**src/rtl/mem_access_pkg.sv**
```systemverilog
// rtl/mem_access_pkg.sv - shared encodings for the MEM-stage data memory controller
package mem_access_pkg;

  localparam int MEM_BYTES_DEF = 1024;

  typedef enum logic [1:0] {
    SIZE_B = 2'b00,
    SIZE_H = 2'b01,
    SIZE_W = 2'b10,
    SIZE_X = 2'b11
  } size_e;

  typedef enum logic [1:0] {
    ST_IDLE = 2'b00,
    ST_RD   = 2'b01,
    ST_WR   = 2'b10,
    ST_RESP = 2'b11
  } state_e;

endpackage

```
**src/rtl/ls_lane_align.sv**
```systemverilog
// rtl/ls_lane_align.sv - little-endian lane extract/extend for loads and lane merge for stores
module ls_lane_align
  import mem_access_pkg::*;
(
  input  logic [31:0] word,
  input  logic [1:0]  off,
  input  size_e       size,
  input  logic        sgn,
  input  logic [31:0] wdata,
  output logic [31:0] load_data,
  output logic [31:0] merged
);

  logic [7:0]  byte_v;
  logic [15:0] half_v;

  always_comb begin
    byte_v    = word[{off, 3'b000} +: 8];
    half_v    = word[{off[1], 4'b0000} +: 16];
    load_data = word;
    merged    = word;
    case (size)
      SIZE_B: begin
        load_data = {{24{sgn & byte_v[7]}}, byte_v};
        merged[{off, 3'b000} +: 8] = wdata[7:0];
      end
      SIZE_H: begin
        load_data = {{16{sgn & half_v[15]}}, half_v};
        merged[{off[1], 4'b0000} +: 16] = wdata[15:0];
      end
      SIZE_W: begin
        load_data = word;
        merged    = wdata;
      end
      default: begin
        load_data = word;
        merged    = word;
      end
    endcase
  end

endmodule

```
**src/rtl/mem_access_ctrl.sv**
```systemverilog
// rtl/mem_access_ctrl.sv - MEM-stage load/store initiator with sub-word read-modify-write and trap
module mem_access_ctrl
  import mem_access_pkg::*;
#(
  parameter int MEM_BYTES = MEM_BYTES_DEF
) (
  input  logic        clk,
  input  logic        rst_n,
  input  logic        req_valid,
  output logic        req_ready,
  input  logic        req_we,
  input  logic [1:0]  req_size,
  input  logic        req_signed,
  input  logic [31:0] req_addr,
  input  logic [31:0] req_wdata,
  output logic        resp_valid,
  input  logic        resp_ready,
  output logic [31:0] resp_rdata,
  output logic        resp_err,
  output logic        MemRead,
  output logic        MemWrite,
  output logic [31:0] addr,
  output logic [31:0] wd,
  input  logic [31:0] rd
);

  localparam logic [31:0] LAST_WORD = 32'(MEM_BYTES - 4);

  state_e      state_q, state_d;
  logic        we_q, signed_q, err_q;
  size_e       size_q, req_size_e;
  logic [1:0]  off_q;
  logic [31:0] wdata_q, addr_q, word_q;
  logic [31:0] req_word_addr;
  logic        accept, req_err;
  logic [31:0] load_data, merged;

  assign req_size_e    = size_e'(req_size);
  assign req_word_addr = {req_addr[31:2], 2'b00};
  assign accept        = req_valid && (state_q == ST_IDLE);

  // Trapped requests skip memory entirely and go straight to the response.
  assign req_err = (req_size_e == SIZE_X)
                 | ((req_size_e == SIZE_H) & req_addr[0])
                 | ((req_size_e == SIZE_W) & (req_addr[1:0] != 2'b00))
                 | (req_word_addr > LAST_WORD);

  always_comb begin
    state_d = state_q;
    case (state_q)
      ST_IDLE: begin
        if (accept) begin
          if (req_err)
            state_d = ST_RESP;
          else if (req_we && (req_size_e == SIZE_W))
            state_d = ST_WR;
          else
            state_d = ST_RD;
        end
      end
      ST_RD:   state_d = we_q ? ST_WR : ST_RESP;
      ST_WR:   state_d = ST_RESP;
      ST_RESP: if (resp_ready) state_d = ST_IDLE;
      default: state_d = ST_IDLE;
    endcase
  end

  always_ff @(posedge clk or negedge rst_n) begin
    if (!rst_n) begin
      state_q  <= ST_IDLE;
      we_q     <= 1'b0;
      size_q   <= SIZE_B;
      signed_q <= 1'b0;
      err_q    <= 1'b0;
      off_q    <= 2'b00;
      wdata_q  <= 32'h0;
      addr_q   <= 32'h0;
      word_q   <= 32'h0;
    end else begin
      state_q <= state_d;
      if (accept) begin
        we_q     <= req_we;
        size_q   <= req_size_e;
        signed_q <= req_signed;
        err_q    <= req_err;
        off_q    <= req_addr[1:0];
        wdata_q  <= req_wdata;
        addr_q   <= req_word_addr;
      end
      if (state_q == ST_RD)
        word_q <= rd;
    end
  end

  ls_lane_align u_align (
    .word      (word_q),
    .off       (off_q),
    .size      (size_q),
    .sgn       (signed_q),
    .wdata     (wdata_q),
    .load_data (load_data),
    .merged    (merged)
  );

  assign req_ready  = (state_q == ST_IDLE);
  assign resp_valid = (state_q == ST_RESP);
  assign resp_err   = (state_q == ST_RESP) && err_q;
  assign resp_rdata = ((state_q == ST_RESP) && !we_q && !err_q) ? load_data : 32'h0;
  assign MemRead    = (state_q == ST_RD);
  assign MemWrite   = (state_q == ST_WR);
  assign addr       = addr_q;
  assign wd         = (state_q == ST_WR) ? merged : 32'h0;

endmodule
```
**config.mk**
```make
export PLATFORM = sky130hd
export DESIGN_NAME = mem_access_ctrl
export DESIGN_NICKNAME = d
export VERILOG_FILES = /design/src/rtl/mem_access_pkg.sv /design/src/rtl/ls_lane_align.sv /design/src/rtl/mem_access_ctrl.sv
export SDC_FILE = /design/constraint.sdc
export NUM_CORES = 1
export LEC_CHECK = 0
export ABC_AREA = 0
export CAP_MARGIN = 10
export CELL_PAD_IN_SITES_DETAIL_PLACEMENT = 1
export CELL_PAD_IN_SITES_GLOBAL_PLACEMENT = 1
export CORE_MARGIN = 2
export CORE_UTILIZATION = 39
export CTS_BUF_LIST = sky130_fd_sc_hd__clkbuf_16
export DETAILED_ROUTE_END_ITERATION = 7
export PLACE_DENSITY_LB_ADDON = 0.1
export SLEW_MARGIN = 20
export SYNTH_ARGS = -nofsm -noshare
export SYNTH_HDL_FRONTEND = slang
export SYNTH_HIERARCHICAL = 1
export SYNTH_SLANG_ARGS = --single-unit
```
**constraint.sdc**
```tcl
create_clock -name clk -period 7.8 [get_ports clk]
set_input_delay 0.78 -clock clk [delete_from_list [all_inputs] [get_ports clk]]
set_output_delay 0.78 -clock clk [all_outputs]
set_load 0.01 [all_outputs]
```
==> results.toml <==
[sta]
maxSlewHeadroom_pct = 32.6
final-hold-violation-count = 0
period_needed_ns = 4.37
tns_ns = 0
rsz0062_at_grt = "false"
finalMaxSlewViolations = 0
worstMarginPinSlew_ns = 1.01
finalSetupViolations = 0
fin_worst_skew_ns = 0.00654
fmax_mhz = 229
period_share_pct = 56.0
hold-worst-slack_ns = 0.414

[yosys]
synth_enable_flop_cells = 0
async_reset_ff_share_pct = 100
synth_cells = 597
synth.distinct_cells = 57
avgSynthCellArea_sq_um = 10.9
yosys_most_used_dff = "dfrtp_1"
netlist_area_sq_um = 6520
seq_area_frac_synth_pct = 39.5
synth_warnings = 6
ys_seq_elements = 103

[floorplan]
rows = 47
dieArea_sq_um = 17800
io_pins = 205
die-width_um = 133
core_sq_um = 16500
initial_utilization_pct = 39.6
die_h_um = 133

[cts]
ctsResizeCount = 0
clockRootBuffer = "clkbuf_16"
post_cts_buffers = 0
clk_latency_ns = 0.36
clockBufferDepth = 2
cts_tree = "yes"
holdBufCountCts = 0
htree_levels = 3
clock_sinks = 103
clk_pin_slew_worst_paths_ns = 0.07
numCtsBuffers = 9

[critical_path]
crit_cells = 7
critPathCaptureType = "output port"
arrival_ns = 3.59
slowest_stage = "clkdlybuf4s50_1"
path_max_fanout = 19
cp_cell_sequence = "clkinv_1, ha_1, nor2_1, and4bb_2, a221o_1, and2_1, clkdlybuf4s50_1"
slowest_delay_ns = 0.53
path_buf_inv = 2
crit_family = "simple AND/OR/NAND/NOR gates"
start_kind = "flip-flop"
rr_worst_depth = 5
critPathKind = "flip-flop to output port"
worstPathRequired_ns = 7.02

[flow_run]
max_cap_viol_count = 0

[cells_and_area]
synthToLayoutAreaGrowth_pct = 36.5
final_cell_mix = "clkdlybuf4s50_1 (201), mux2_2 (116), dfrtp_1 (101)"
fillerInstances = 1756
layout.nets = 884
final_common_cell = "clkdlybuf4s50_1"
antenna_cells = 0
drive_gt1_share_pct = 20.6
fin_util_pct = 54.1

[global_routing]
gr-usage-met1_pct = 30.5
grt_usage_pct = 24.6
grt_busiest_layer = "met2"
antenna_found_initial = 0
overflow = 0
grt_util_met2_pct = 41.4
grt_max_degree = 71
grt_pass1_wl_um = 34100
grt_pass1_vias = 6112
grtUsageMet3_pct = 6.74

[place]
port_buffers = 202
dp_hpwl_um = 15800
gp_congestion = 0.868

[routing]
drt-total-wl_um = 21400
drt_iter0_markers = 316
first_pass_iters = 5
drc = 0
vias_per_cell = 5.63
vias = 5604
wl_per_cell_um = 21.5
postRouteAntennaNets = 0

[status]
status = "finished, final reports clean"

[worst_hold_path]
hold_class = "input port to async pin"

[power_and_ir_drop]
power_leakage_nw = 3.59
pwr_density_cell_nw_per_um2 = 442
peakVddDrop_mv = 0.213
through the flow:
step / total power [mW] / instances / area, sq um / setup WS [ns]
floorplan: 2.54 / 598 / 6530 / 4.56
global placement: 3.37 / 980 / 8590 / 3.96
detailed placement: 3.46 / 980 / 8590 / 3.81
CTS: 3.96 / 996 / 8900 / 3.42
global route: 4.21 / 996 / 8910 / 3.26
finish: 3.93 / 996 / 8910 / 3.43
sequential cells by signal, summed over array words and instances (netlist names):
signal / count
state_q: 2
signed_q: 1
off_q: 2
addr: 30
we_q: 1
wdata_q: 32
size_q: 2
word_q: 32
err_q: 1
power breakdown:
part           switching, mW  internal, mW
Sequential             0.371         0.810
Combinational           1.04          1.23
Clock                  0.222         0.256
Total                   1.64          2.30
cell usage after synthesis (2+ instances only):
library cell,instances,area [sq um]
mux2_2,116,1310
dfrtp_1,103,2580
and2_1,66,413
nand2_1,36,135
a221o_1,23,230
clkbuf_1,21,78.8
mux2i_1,18,180
o21ai_0,18,90.1
nor2b_1,16,100
a22o_1,13,114
a22oi_1,9,67.6
ha_1,9,113
inv_1,9,33.8
nor2_1,9,33.8
a21oi_1,8,40.0
a41oi_1,8,70.1
buf_2,8,40.0
o221ai_1,8,70.1
a221o_2,7,78.8
a2bb2oi_1,7,61.3
clkbuf_8,7,96.3
and3_1,6,37.5
buf_4,6,45.0
o2bb2ai_1,6,52.6
and2b_1,5,37.5
nor3_1,5,25.0
nor4_1,5,31.3
buf_1,4,15.0
nor3_2,3,30.0
o21a_1,3,22.5
a2111oi_0,2,17.5
a211oi_1,2,15.0
and4bb_2,2,25.0
nand3b_1,2,15.0
nand4_1,2,12.5
o21ai_1,2,10.0
o31ai_1,2,15.0
or3_1,2,12.5
final timing paths:
check,slack [ns],start,end
max,3.43,off_q[1],wd[31]
max reg2reg,5.67,state_q[0],wdata_q[12]
min reg2reg,0.51,wdata_q[23],wdata_q[23]
max in group asynchronous,6.12,rst_n,size_q[0]
min,0.41,rst_n,wdata_q[26]
min in group clk,0.51,wdata_q[23],wdata_q[23]
metal layers:
| layer | routed length [um] | part of all wire (%) |
|---|---|---|
| met5 | 0 | 0 |
| met4 | 549 | 2.6 |
| met3 | 1670 | 7.8 |
| met2 | 10400 | 49 |
| met1 | 8750 | 41 |
kinds of logic (layout without fill, tap and decap cells):
logic type / after synthesis / after routing / synth area share [%]
fa+ha+maj: 9 / 9 / 1.73
flops: 103 / 103 / 39.5
compound gates: 125 / 125 / 15.5
simple gates: 167 / 167 / 15.0
buf+inv: 57 / 235 / 4.97
mux: 135 / 135 / 23.2
other cells: 1 / 2 / 0.0575
layout make-up:
cell class	instances	area, sq um	share of cell area, %
inverters	10	37.5	0.421
multi-input cells	438	3630	40.7
flip-flops and latches	103	2580	29.0
well taps	220	275	3.09
clock inverters	7	88.8	0.997
repair buffers	209	2070	23.3
clock buffers	9	225	2.53
(Power assumes the default switching activity.)
